## src/rtl/gyruss_audio_mixer.sv

```systemverilog
// Time-multiplexed mixer: per-channel gain/mute, shared multiplier, saturating mono output.
// Latency CHANNELS+1 edges from strobe to out_valid; no backpressure, one sample per DIV cycles.
module gyruss_audio_mixer #(
  parameter int CHANNELS = 5,
  parameter int DIV      = 220
) (
  input  logic                      clk,
  input  logic                      reset,
  input  logic [16*CHANNELS-1:0]    in,
  input  logic [8*CHANNELS-1:0]     gain,
  input  logic [CHANNELS-1:0]       mute,
  output logic signed [15:0]        out,
  output logic                      out_valid,
  output logic                      clip
);

  localparam int CW = $clog2(DIV);
  localparam int IW = (CHANNELS > 1) ? $clog2(CHANNELS) : 1;

  typedef enum logic [1:0] {IDLE, ACC, SAT} state_t;

  state_t                   state_q, state_d;
  logic [CW-1:0]            cnt;
  logic                     strobe;
  logic [IW-1:0]            idx;
  logic signed [27:0]       acc;
  logic [16*CHANNELS-1:0]   snap_in;
  logic [8*CHANNELS-1:0]    snap_gain;
  logic [CHANNELS-1:0]      snap_mute;

  logic signed [15:0]       sel_in;
  logic [7:0]               sel_gain;
  logic                     sel_mute;
  logic signed [24:0]       prod;
  logic signed [27:0]       s;
  logic signed [15:0]       sat_val;
  logic                     sat_clip;

  assign strobe = (cnt == CW'(DIV - 1));

  always_ff @(posedge clk or negedge reset) begin
    if (!reset) begin
      cnt <= '0;
    end else if (strobe) begin
      cnt <= '0;
    end else begin
      cnt <= cnt + CW'(1);
    end
  end

  always_ff @(posedge clk or negedge reset) begin
    if (!reset) state_q <= IDLE;
    else        state_q <= state_d;
  end

  always_comb begin
    state_d = state_q;
    case (state_q)
      IDLE:    if (strobe) state_d = ACC;
      ACC:     if (idx == IW'(CHANNELS - 1)) state_d = SAT;
      SAT:     state_d = IDLE;
      default: state_d = IDLE;
    endcase
  end

  // Channel select for the single shared multiplier
  always_comb begin
    sel_in   = '0;
    sel_gain = '0;
    sel_mute = 1'b0;
    for (int k = 0; k < CHANNELS; k++) begin
      if (idx == IW'(k)) begin
        sel_in   = snap_in[16*k +: 16];
        sel_gain = snap_gain[8*k +: 8];
        sel_mute = snap_mute[k];
      end
    end
  end

  assign prod = sel_mute ? 25'sd0 : 25'(sel_in) * 25'($signed({1'b0, sel_gain}));

  // Q1.7 gain: drop 7 fraction bits with floor rounding, then clamp
  assign s        = acc >>> 7;
  assign sat_clip = (s > 28'sd32767) || (s < -28'sd32768);
  assign sat_val  = (s > 28'sd32767)  ? 16'sh7fff :
                    (s < -28'sd32768) ? 16'sh8000 : s[15:0];

  always_ff @(posedge clk or negedge reset) begin
    if (!reset) begin
      acc       <= '0;
      idx       <= '0;
      out       <= '0;
      out_valid <= 1'b0;
      clip      <= 1'b0;
      snap_in   <= '0;
      snap_gain <= '0;
      snap_mute <= '0;
    end else begin
      out_valid <= 1'b0;
      case (state_q)
        IDLE: if (strobe) begin
          snap_in   <= in;
          snap_gain <= gain;
          snap_mute <= mute;
          acc       <= '0;
          idx       <= '0;
        end
        ACC: begin
          acc <= acc + 28'(prod);
          idx <= idx + IW'(1);
        end
        SAT: begin
          out       <= sat_val;
          clip      <= sat_clip;
          out_valid <= 1'b1;
        end
        default: ;
      endcase
    end
  end

  // DIV >= CHANNELS+3 guarantees the engine is idle whenever the divider fires
  strobe_only_in_idle: assert property (@(posedge clk) disable iff (!reset) strobe |-> state_q == IDLE);

endmodule
```

## config.mk

```make
export PLATFORM = sky130hd
export DESIGN_NAME = gyruss_audio_mixer
export DESIGN_NICKNAME = d
export VERILOG_FILES = /design/src/rtl/gyruss_audio_mixer.sv
export SDC_FILE = /design/constraint.sdc
export NUM_CORES = 1
export LEC_CHECK = 0
export ABC_AREA = 1
export BUFFER_PORTS_ARGS = -buffer_cell sky130_fd_sc_hd__buf_2
export CAP_MARGIN = 40
export CELL_PAD_IN_SITES_DETAIL_PLACEMENT = 0
export CELL_PAD_IN_SITES_GLOBAL_PLACEMENT = 1
export CORE_UTILIZATION = 50
export DETAILED_ROUTE_END_ITERATION = 10
export GPL_TIMING_DRIVEN = 1
export PLACE_DENSITY = 0.84
export SYNTH_ARGS = -nofsm -noshare
export SYNTH_HDL_FRONTEND = slang
export SYNTH_SLANG_ARGS = --single-unit
```

## constraint.sdc

```tcl
create_clock -name clk -period 22.5 [get_ports clk]
set_input_delay 3.375 -clock clk [delete_from_list [all_inputs] [get_ports clk]]
set_output_delay 3.375 -clock clk [all_outputs]
set_load 0.005 [all_outputs]
```

==> results by group, run 1 <==
Run status
  • Status: finished, final reports clean

Clock tree
  • TritonCTS clock tree: done
  • Root cell of the clock tree: clkbuf_16
  • Clock slew seen by the registers of the worst setup and hold paths: 0.08 ns
  • Number of gates resized after cts: 0
  • Source-to-sink clock delay at the later pin of the worst-skew pair: 0.45 ns
  • Total clock buffers created by CTS: 17
  • Post-CTS Setup Bufs: 0
  • CTS H-Tree Depth: 4
  • Largest buffer count on any clock path: 2
  • Clock sinks: 184
  • Cts hold-fix bufs: 0

Layout
  • Layout-stage area growth over the synthesis result: 12.4%
  • Multi-input logic area: 0.00832 sq mm
  • Fillers: 2,531
  • Share of final-layout standard cells stronger than drive strength 1: 20.3%
  • Post-route non-filler standard cell count: 2,097
  • Nets@finish: 2,016
  • Post-route core utilization: 57.0%
  • Seq. cell area: 0.00460 sq mm

Detailed routing
  • DR iter-0 viols: 668
  • Antenna violation net count after detailed routing: 0
  • Vias: 10,900
  • Number of search-and-repair iterations in the first detailed-routing pass: 5
  • Remaining design rule violation count: 0
  • Routed wire length per instance: 16.1 um
  • Via density per instance: 5.22
  • Post-detailed-routing wire length: 33.7 mm

STA
  • Final total negative setup slack: 0 ns
  • Achievable Freq: 0.119 GHz
  • Setup-violating endpoint count in the final report: 0
  • Hold Worst Slack: 0.463 ns
  • RSZ-0062 raised after global routing: false
  • Share of the clock period used by the worst path after layout: 37.4%
  • Actual slew at the worst max-slew pin: 0.823 ns
  • Final slew viol count: 0
  • Hold Fails Final Rpt: 0
  • Worst clock skew on the final layout: 0.0191 ns
  • Max transition margin: 45.1%
  • Final worst path period need: 8.41 ns

Worst hold path
  • Worst hold path class: flip-flop to flip-flop

Logic synthesis
  • Post-synthesis share of cell area spent on xor and xnor gates: 1.43%
  • Most common library cells after synthesis: nand2_1, inv_1, dfrtp_1
  • Proportion of netlist area held by the largest area contributor: 32.7%
  • Share of cell area taken by muxes after synthesis: 9.99%
  • Share of async-settable or async-resettable flops after synthesis: 100%
  • Synth Area in Compound Gates: 10.6%
  • Syn. warnings: 0
  • Synthesized instance count: 1,575
  • Fraction of the mapped netlist area in adder cells: 21.9%
  • Post-synthesis share of cell area spent on and, or, nand and nor gates: 15.1%
  • Top cells by area in the synthesized netlist: dfrtp_1, fa_1, mux2_2, nand2_1, ha_1
  • Average footprint of a synthesized cell: 8.94 sq um
  • Flip-flop and latch count after synthesis: 184
  • Number of synthesized flops with an enable pin: 0
  • Cell taking the most area after synthesis: dfrtp_1
  • Net count after synthesis: 1,887
  • Share of the yosys chip area belonging to registers: 32.7%
  • Leading cell type by number of instances after synthesis: nand2_1
  • Dominant combinational cell family by area after synthesis: adder cells
  • Synth Cell Area: 0.0141 sq mm
  • Most frequently used flop master after synthesis: dfrtp_1
  • Unique masters post-synth: 53

Placement
  • Placer Congestion: 0.971
  • Placed wire-length estimate: 26.7 mm
  • Cell count after placement: 2,063
  • Number of buffer cells added on primary ports: 144

GRT
  • Antenna violations before repair: 3
  • First-pass GRT wire length: 56.6 mm
  • Pin count of the biggest net entering global routing: 71
  • Number of global-route vias before repair: 11,200
  • Overall Global Routing Usage: 25.0%
  • Remaining global-route overflow: 0

Worst setup path
  • Worst path buffer plus inverter count: 6
  • Crit path kind: flip-flop to flip-flop
  • Nature of the critical path startpoint: flip-flop
  • Max Fanout on Critical Path: 28
  • Critical path capture point type: flip-flop
  • Slowest Stage Delay on Critical Path: 0.55 ns
  • Library cell contributing the largest single delay on the critical path: inv_1
  • CP top delay family: adder cells
  • CP dominant cell by count: nand3_1
  • Data arrival time of the worst path: 8.75 ns
  • Crit path required time: 22.84 ns

Pwr
  • Max rail drop VDD: 0.0682 mV
  • Pwr dens: 85.2 mW/mm^2
  • Static leakage: 8.17 nW

Die
  • Die Y-Extent: 170 um
  • # IOs: 145
  • Die Wd: 170 um
  • Die area: 0.0288 sq mm
  • Starting density of the core: 50.7%
  • Area inside the core boundary: 0.0278 sq mm
  • Cell row count: 61

Run
  • Number of max-capacitance violations reported: 0
[where the power goes]
group	switching [mW]	total, mW	internal (mW)
clock	0.158	0.308	0.151
combinational	0.432	0.694	0.261
sequential	0.00610	0.348	0.342
[per-layer routing]
layer	vias to the layer above	routed length (um)	GRT usage, %
li1	5370	-	-
met1	5266	15400	33.6
met2	269	16100	41.4
met3	37	1550	3.88
met4	4	656	7.76
met5	-	20	0
[stage by stage]
step / worst slack (ns) / area [sq um] / power (mW)
6_report: 14.09 / 15800 / 1.35
2_1_floorplan: 15.31 / 14100 / 0.890
3_5_place_dp: 14.13 / 15200 / 1.04
3_3_place_gp: 14.04 / 15100 / 1.04
4_1_cts: 14.11 / 15800 / 1.36
5_1_grt: 13.39 / 15800 / 1.48
[flip-flops by register name, indices dropped and copies added (netlist names)]
register / cells
state_q: 2
cnt: 8
snap_mute: 5
snap_gain: 40
out: 16
idx: 3
out_valid: 1
acc: 28
clip: 1
snap_in: 80
[final timing paths]
check                       start  slack (ns)  cells after the start     endpoint
max                        idx[0]       14.09                     39      acc[26]
min                        cnt[0]        0.46                      1       cnt[0]
max reg2reg                idx[0]       14.09                     39      acc[26]
min reg2reg                cnt[0]        0.46                      1       cnt[0]
max in group asynchronous   reset       18.64                      3      out[13]
min in group asynchronous   reset        2.87                      1  snap_in[22]
[kinds of logic after synthesis]
kind of cell / Yosys count
AND/OR/NAND/NOR: 518
XOR/XNOR: 23
AO/OA/AOI/OAI: 245
buffers and inverters: 295
adder cells (fa/ha/maj): 185
multiplexers: 125
flip-flops: 184
[placed cells by master (no fill, tap or decap), drive strengths merged]
cell type	synthesis	layout
a211o	1	1
nand4	8	8
inv	244	251
a21o	3	3
a311oi	1	1
diode	0	2
o311ai	1	1
nor3	6	6
ha	82	82
a21boi	2	2
o21a	13	13
nand3	54	54
fa	103	103
o21ai	66	66
or2	4	4
clkbuf	16	18
o22ai	9	9
a22oi	22	22
a31oi	2	2
clkinv	1	9
buf	34	159
nor2	155	155
dfrtp	184	184
nand2	285	285
a31o	1	1
a22o	2	2
xnor2	7	7
mux2	125	125
nand3b	2	2
xor2	16	16
a221oi	3	3
o211ai	20	20
o21bai	6	6
o31ai	1	1
nor4	3	3
a21oi	89	89
nor3b	1	1
a32o	3	3
[area by class of cell]
type                            count  share of cell area (%)
Clock inverter                     15                    1.12
Antenna cell                        2                  0.0316
Tap cell                          378                    2.99
Clock buffer                       17                    2.69
Sequential cell                   184                    29.1
Inverter                          245                    5.81
Multi-Input combinational cell   1096                    52.6
Timing Repair Buffer              160                    5.74
No activity file was read; power rests on OpenSTA's default activity.
==> inputs of run 2 (changes only) <==
--- a/config.mk
+++ b/config.mk
@@ -5,15 +5,15 @@
 export SDC_FILE = /design/constraint.sdc
 export NUM_CORES = 1
 export LEC_CHECK = 0
-export ABC_AREA = 1
+export ABC_AREA = 0
 export BUFFER_PORTS_ARGS = -buffer_cell sky130_fd_sc_hd__buf_2
 export CAP_MARGIN = 40
 export CELL_PAD_IN_SITES_DETAIL_PLACEMENT = 0
 export CELL_PAD_IN_SITES_GLOBAL_PLACEMENT = 1
-export CORE_UTILIZATION = 50
+export CORE_UTILIZATION = 43
 export DETAILED_ROUTE_END_ITERATION = 10
 export GPL_TIMING_DRIVEN = 1
-export PLACE_DENSITY = 0.84
+export PLACE_DENSITY = 0.76
 export SYNTH_ARGS = -nofsm -noshare
 export SYNTH_HDL_FRONTEND = slang
 export SYNTH_SLANG_ARGS = --single-unit
==> constraint.sdc (replaced) <==
create_clock -name clk -period 6.95 [get_ports clk]
set_input_delay 1.0425 -clock clk [delete_from_list [all_inputs] [get_ports clk]]
set_output_delay 1.0425 -clock clk [all_outputs]
set_load 0.005 [all_outputs]
==> results by group, run 2 <==
Run status
  • Status: finished, violations left
  • Violations in the final reports: negative setup slack

Clock tree
  • CTS H-Tree Depth: 4
  • Cts hold-fix bufs: 0
  • Clock slew seen by the registers of the worst setup and hold paths: 0.08 ns
  • Source-to-sink clock delay at the later pin of the worst-skew pair: 0.47 ns
  • Clock sinks: 184
  • TritonCTS clock tree: done
  • Largest buffer count on any clock path: 2
  • Root cell of the clock tree: clkbuf_16
  • Total clock buffers created by CTS: 17

Detailed routing
  • Via density per instance: 5.13
  • Vias: 11,400
  • Antenna violation net count after detailed routing: 0
  • Metal2 WL: 17.2 mm
  • Remaining design rule violation count: 0
  • Routed wire length per instance: 15.8 um
  • DR iter-0 viols: 485
  • DRT met1 WL: 16.1 mm
  • Post-detailed-routing wire length: 35.1 mm
  • Number of search-and-repair iterations in the first detailed-routing pass: 5
  • Top metal layer carrying routed signals: met5
  • Detailed route wirelength on metal3: 1.26 mm

STA
  • RSZ-0062 raised after global routing: true
  • Final worst path period need: 7.94 ns
  • Final total negative setup slack: -8.58 ns
  • Max transition margin: 59.7%
  • Actual slew at the worst max-slew pin: 0.603 ns
  • Setup-violating endpoint count in the final report: 16
  • Final slew viol count: 0
  • Worst clock skew on the final layout: 0.0424 ns
  • Hold Fails Final Rpt: 0
  • Worst Setup Slack, final: -0.988 ns
  • Achievable Freq: 0.126 GHz
  • Share of the clock period used by the worst path after layout: 114%

Worst setup path
  • Critical path capture point type: flip-flop
  • Data arrival time of the worst path: 8.23 ns
  • Nature of the critical path startpoint: flip-flop
  • Crit path required time: 7.24 ns
  • Max Fanout on Critical Path: 8
  • Crit path kind: flip-flop to flip-flop
  • Library cell contributing the largest single delay on the critical path: fa_1
  • Slowest Stage Delay on Critical Path: 0.52 ns

Pwr
  • Max rail drop VDD: 0.236 mV
  • Part of the power in combinational logic: 63.6%
  • Static leakage: 9.09 nW
  • Pwr dens: 309 mW/mm^2
  • Switching power summed over all nets: 2.22 mW
  • Sequential power share: 19.5%
  • Total power: 5.79 mW
  • Net Sw Frac: 38.3%
  • Int Power: 3.57 mW
  • Clock network fraction of design power: 16.9%

GRT
  • First-pass GRT wire length: 57.7 mm
  • Pin count of the biggest net entering global routing: 67
  • Overall Global Routing Usage: 21.8%
  • Antenna violations before repair: 2
  • Remaining global-route overflow: 0
  • Number of global-route vias before repair: 11,700

Logic synthesis
  • Synthesized instance count: 1,429
  • Number of synthesized flops with an enable pin: 0
  • Average footprint of a synthesized cell: 9.68 sq um
  • Top cells by area in the synthesized netlist: dfrtp_1, fa_1, mux2_2, ha_1, inv_1
  • Net count after synthesis: 1,741
  • Unique masters post-synth: 60
  • Synth Cell Area: 0.0138 sq mm
  • Share of async-settable or async-resettable flops after synthesis: 100%
  • Flip-flop and latch count after synthesis: 184
  • Proportion of netlist area held by the largest area contributor: 33.3%
  • Most frequently used flop master after synthesis: dfrtp_1
  • Share of the yosys chip area belonging to registers: 33.3%
  • Cell taking the most area after synthesis: dfrtp_1
  • Most common library cells after synthesis: dfrtp_1, inv_1, nor2_1
  • Syn. warnings: 0
  • Leading cell type by number of instances after synthesis: dfrtp_1

Run
  • Number of max-capacitance violations reported: 0

Layout
  • Nets@finish: 2,116
  • Max FFs per register: 80
  • Multi-input logic area: 0.00931 sq mm
  • Share of final-layout standard cells stronger than drive strength 1: 41.2%
  • Fillers: 2,619
  • Seq. cell area: 0.00461 sq mm
  • Most flop-heavy register: snap_in
  • Most common cell after layout, fill and taps aside: buf_4
  • Top library cells by usage in the layout, fill and taps aside: buf_4, dfrtp_1, inv_1
  • Layout-stage area growth over the synthesis result: 35.4%
  • Registers with the most flip-flops: snap_in: 80 flops, snap_gain: 40 flops, acc: 28 flops

Placement
  • Worst slack at placement: -1.05 ns
  • Number of buffer cells added on primary ports: 144
  • Placer Congestion: 0.876
  • Placed wire-length estimate: 26.2 mm

Die
  • Cell row count: 65
  • Area inside the core boundary: 0.0316 sq mm
  • Die Wd: 181 um
  • Die Y-Extent: 181 um
  • Die area: 0.0329 sq mm
  • # IOs: 145
  • Starting density of the core: 43.7%

Worst hold path
  • Worst hold path class: flip-flop to flip-flop
==> run 2: power groups by stage <==
| stage | combinational, mW | clock, mW | sequential (mW) |
|---|---|---|---|
| 6_report | 3.68 | 0.979 | 1.13 |
| 5_1_grt | 4.11 | 1.04 | 1.13 |
| 4_1_cts | 3.40 | 1.00 | 1.13 |
| 3_5_place_dp | 3.01 | 0 | 1.15 |
| 3_3_place_gp | 2.95 | 0 | 1.15 |
| 2_1_floorplan | 1.88 | 0 | 1.14 |
==> run 2: per-stage QoR <==
step                hold slack (ns)  instances  util [%]  instance area [sq um]
finish                        0.467       2220      59.2                  18700
global route                  0.498       2220      59.2                  18700
CTS                           0.470       2201      57.5                  18200
detailed placement            0.460       2134      53.4                  16900
global placement              0.449       2125      52.9                  16700
floorplan                     0.433       1429         -                  14100
==> run 2: path summary, 6_finish.rpt <==
check / start / to / slack [ns] / cells past startpoint
worst min register to register: cnt[0] / cnt[0] / 0.47 / 1
min in group asynchronous: reset / cnt[3] / 0.55 / 1
worst max-delay path: idx[0] / acc[26] / -0.99 / 38
worst max register to register: idx[0] / acc[26] / -0.99 / 38
worst min-delay path: cnt[0] / cnt[0] / 0.47 / 1
max in group asynchronous: reset / snap_in[75] / 5.09 / 4
==> run 2: cells by family (layout without fill, tap and decap cells) <==
family / after synthesis / count (layout) / share of synthesized area (%)
XOR/XNOR: 46 / 46 / 2.91
flip-flops: 184 / 184 / 33.3
multiplexers: 129 / 129 / 10.5
adder cells (fa/ha/maj): 186 / 186 / 22.4
AND/OR/NAND/NOR: 377 / 377 / 11.9
buffers and inverters: 232 / 620 / 6.30
other: 0 / 1 / 0
AO/OA/AOI/OAI: 275 / 275 / 12.8
==> run 2: area by class of cell <==
type                    instances  area share (%)
flip-flops and latches        184            24.6
clock buffers                  18            2.34
clock inverters                14           0.835
multi-input cells            1013            49.7
inverters                     172            3.46
repair buffers                416            16.4
diodes                          1          0.0134
well taps                     402            2.68
==> run 2: critical path, delay by kind of cell (launching register included) <==
kind	cells	cell delay [ns]
AOI/OAI and AO/OA	17	3.16
xor gates and xnor gates	1	0.18
DFF	1	0.42
adders and majority gates	8	2.72
buffers and inverters	9	1.01
and+or+nand+nor	3	0.29
==> run 2: timing repair <==
item,CTS,global route
cloned,1,0
setup buffers,35,18
setup endpoints to repair,16,17
resized for setup,101,87
pin swaps,67,88
==> run 2: per-layer routing <==
layer,track usage [%],vias to the layer above
met3,3.69,33
met1,29.0,5548
li1,-,5567
met5,0,-
met4,5.39,2
met2,36.8,236
==> inputs of run 3 (changes only) <==
--- a/config.mk
+++ b/config.mk
@@ -10,10 +10,10 @@
 export CAP_MARGIN = 40
 export CELL_PAD_IN_SITES_DETAIL_PLACEMENT = 0
 export CELL_PAD_IN_SITES_GLOBAL_PLACEMENT = 1
-export CORE_UTILIZATION = 43
+export CORE_UTILIZATION = 30
 export DETAILED_ROUTE_END_ITERATION = 10
 export GPL_TIMING_DRIVEN = 1
-export PLACE_DENSITY = 0.76
+export PLACE_DENSITY = 0.55
 export SYNTH_ARGS = -nofsm -noshare
 export SYNTH_HDL_FRONTEND = slang
 export SYNTH_SLANG_ARGS = --single-unit
==> results by group, run 3 (synthesized netlist as in run 2, its figures left out) <==
Run status
  • Status: finished, violations left
  • Violations in the final reports: negative setup slack

Layout
  • Most flop-heavy register: snap_in
  • Registers with the most flip-flops: snap_in: 80 flops, snap_gain: 40 flops, acc: 28 flops
  • Share of final-layout standard cells stronger than drive strength 1: 43.9%
  • Fillers: 4,487
  • Max FFs per register: 80
  • Seq. cell area: 0.00461 sq mm
  • Most common cell after layout, fill and taps aside: buf_4
  • Nets@finish: 2,147
  • Multi-input logic area: 0.00941 sq mm
  • Post-route core utilization: 42.9%
  • Layout-stage area growth over the synthesis result: 41.1%
  • Post-route non-filler standard cell count: 2,453
  • Top library cells by usage in the layout, fill and taps aside: buf_4, dfrtp_1, inv_1

Worst hold path
  • Worst hold path class: flip-flop to flip-flop
  • Hold path startpoint: cnt[0]
  • Hold Path Cell Cnt: 1
  • Hold path endpoint: cnt[0]

Worst setup path
  • Setup slack of the worst register-to-register path: -0.87 ns
  • Crit path kind: flip-flop to flip-flop
  • Number of cells on the worst reg-to-reg path: 36
  • Launch point of the worst reg-to-reg path: idx[0]
  • Library cell contributing the largest single delay on the critical path: fa_1
  • Data arrival time of the worst path: 8.21 ns
  • Crit path launch: idx[0]
  • Max Fanout on Critical Path: 6
  • Crit path required time: 7.34 ns
  • Endpoint of the worst-slack reg-to-reg timing path: acc[27]
  • Critical path capture point type: flip-flop
  • CP dominant cell by count: fa_1
  • Slowest Stage Delay on Critical Path: 0.54 ns
  • Nature of the critical path startpoint: flip-flop

Detailed routing
  • DR iter-0 viols: 564
  • Vias: 11,300
  • Top metal layer carrying routed signals: met5
  • Number of search-and-repair iterations in the first detailed-routing pass: 5
  • Remaining design rule violation count: 0
  • Post-detailed-routing wire length: 38.8 mm
  • Via density per instance: 4.62
  • Routed wire length per instance: 15.8 um
  • Detailed route wirelength on metal3: 1.35 mm
  • Antenna violation net count after detailed routing: 0
  • Metal2 WL: 18.6 mm
  • DRT met1 WL: 18.3 mm

GRT
  • Remaining global-route overflow: 0
  • First-pass GRT wire length: 63.2 mm
  • Pin count of the biggest net entering global routing: 79
  • Number of global-route vias before repair: 12,000
  • Overall Global Routing Usage: 17.1%
  • Antenna violations before repair: 5

Placement
  • Worst slack at placement: -1.05 ns
  • Number of buffer cells added on primary ports: 144
  • Placed wire-length estimate: 29.3 mm
  • Cell count after placement: 2,340
  • Placer Congestion: 0.854

Clock tree
  • Clock slew seen by the registers of the worst setup and hold paths: 0.07 ns
  • Source-to-sink clock delay at the later pin of the worst-skew pair: 0.47 ns
  • Root cell of the clock tree: clkbuf_16
  • Cts hold-fix bufs: 0
  • TritonCTS clock tree: done
  • Largest buffer count on any clock path: 2
  • Total clock buffers created by CTS: 17
  • Clock sinks: 184
  • CTS H-Tree Depth: 4

Die
  • Die Wd: 217 um
  • # IOs: 145
  • Die area: 0.0470 sq mm
  • Cell row count: 78
  • Starting density of the core: 30.4%
  • Die Y-Extent: 217 um
  • Area inside the core boundary: 0.0455 sq mm

STA
  • Worst Setup Slack, final: -0.873 ns
  • Hold Worst Slack: 0.458 ns
  • Actual slew at the worst max-slew pin: 0.843 ns
  • Achievable Freq: 0.128 GHz
  • Max transition margin: 43.8%
  • Final total negative setup slack: -6.78 ns
  • RSZ-0062 raised after global routing: true
  • Final worst path period need: 7.82 ns
  • Setup-violating endpoint count in the final report: 15
  • Share of the clock period used by the worst path after layout: 113%
  • Hold Fails Final Rpt: 0
  • Final slew viol count: 0
  • Worst clock skew on the final layout: 0.0206 ns

Pwr
  • Max rail drop VDD: 0.185 mV
  • Pwr dens: 303 mW/mm^2
  • Static leakage: 9.34 nW

Run
  • Number of max-capacitance violations reported: 0
run 3: cell types whose count changed in the layout (fill, tap and decap cells not counted), moves of 7 or more:
cell and delta:
nand2_1 -8, o21ai_1 +8, buf_4 +14, buf_12 +12
inv_1 -8, nand2_2 +7, nor2_2 +11, inv_2 +8
nor2_1 -7
run 3: power by group:
part | internal [mW] | switching (mW)
clock | 0.561 | 0.461
combinational | 2.01 | 1.75
sequential | 1.11 | 0.0256
total | 3.67 | 2.24
run 3: worst max-delay path, delay by kind of cell, from the launching register on:
kind	cells	cell delay, ns
AO/OA/AOI/OAI	14	2.61
adder cells (fa/ha/maj)	7	2.60
AND/OR/NAND/NOR	7	1.22
buffers and inverters	7	0.71
flip-flops	1	0.42
XOR/XNOR	1	0.19
run 3: final cells by class:
cell class | instances | area share [%]
timing repair buffer | 447 | 17.8
antenna | 5 | 0.0641
clock inverter | 12 | 0.795
tap | 600 | 3.85
inverter | 172 | 3.32
clock buffer | 20 | 2.34
multi-input combinational | 1013 | 48.2
sequential | 184 | 23.6
run 3: timing repair:
| action | in CTS | in global routing |
|---|---|---|
| setup endpoints to repair | 16 | 17 |
| endpoints found under the hold margin | 0 | 0 |
| resized for setup | 145 | 97 |
| buffers inserted | 45 | 27 |
| cloned | 3 | 2 |
| pin swaps | 55 | 70 |
run 3: worst max-delay path by stage:
| stage | to | slack [ns] |
|---|---|---|
| after detailed placement | acc[27] | -1.05 |
| final | acc[27] | -0.87 |
| after global placement | acc[27] | -0.99 |
| after floorplan | acc[26] | -0.49 |
| after CTS | acc[27] | -0.84 |
| after global routing | acc[27] | -1.23 |
run 3: stage by stage:
stage               area [sq um]  total power, mW
floorplan                  14100             3.02
global placement           17100             4.22
detailed placement         17200             4.24
CTS                        18800             5.66
global route               19500             6.44
finish                     19500             5.91
run 3: layer usage:
metal	track usage (%)	vias to the layer above
met2	28.5	156
met4	4.67	6
met5	0	-
li1	-	5630
met3	3.17	27
met1	22.7	5508
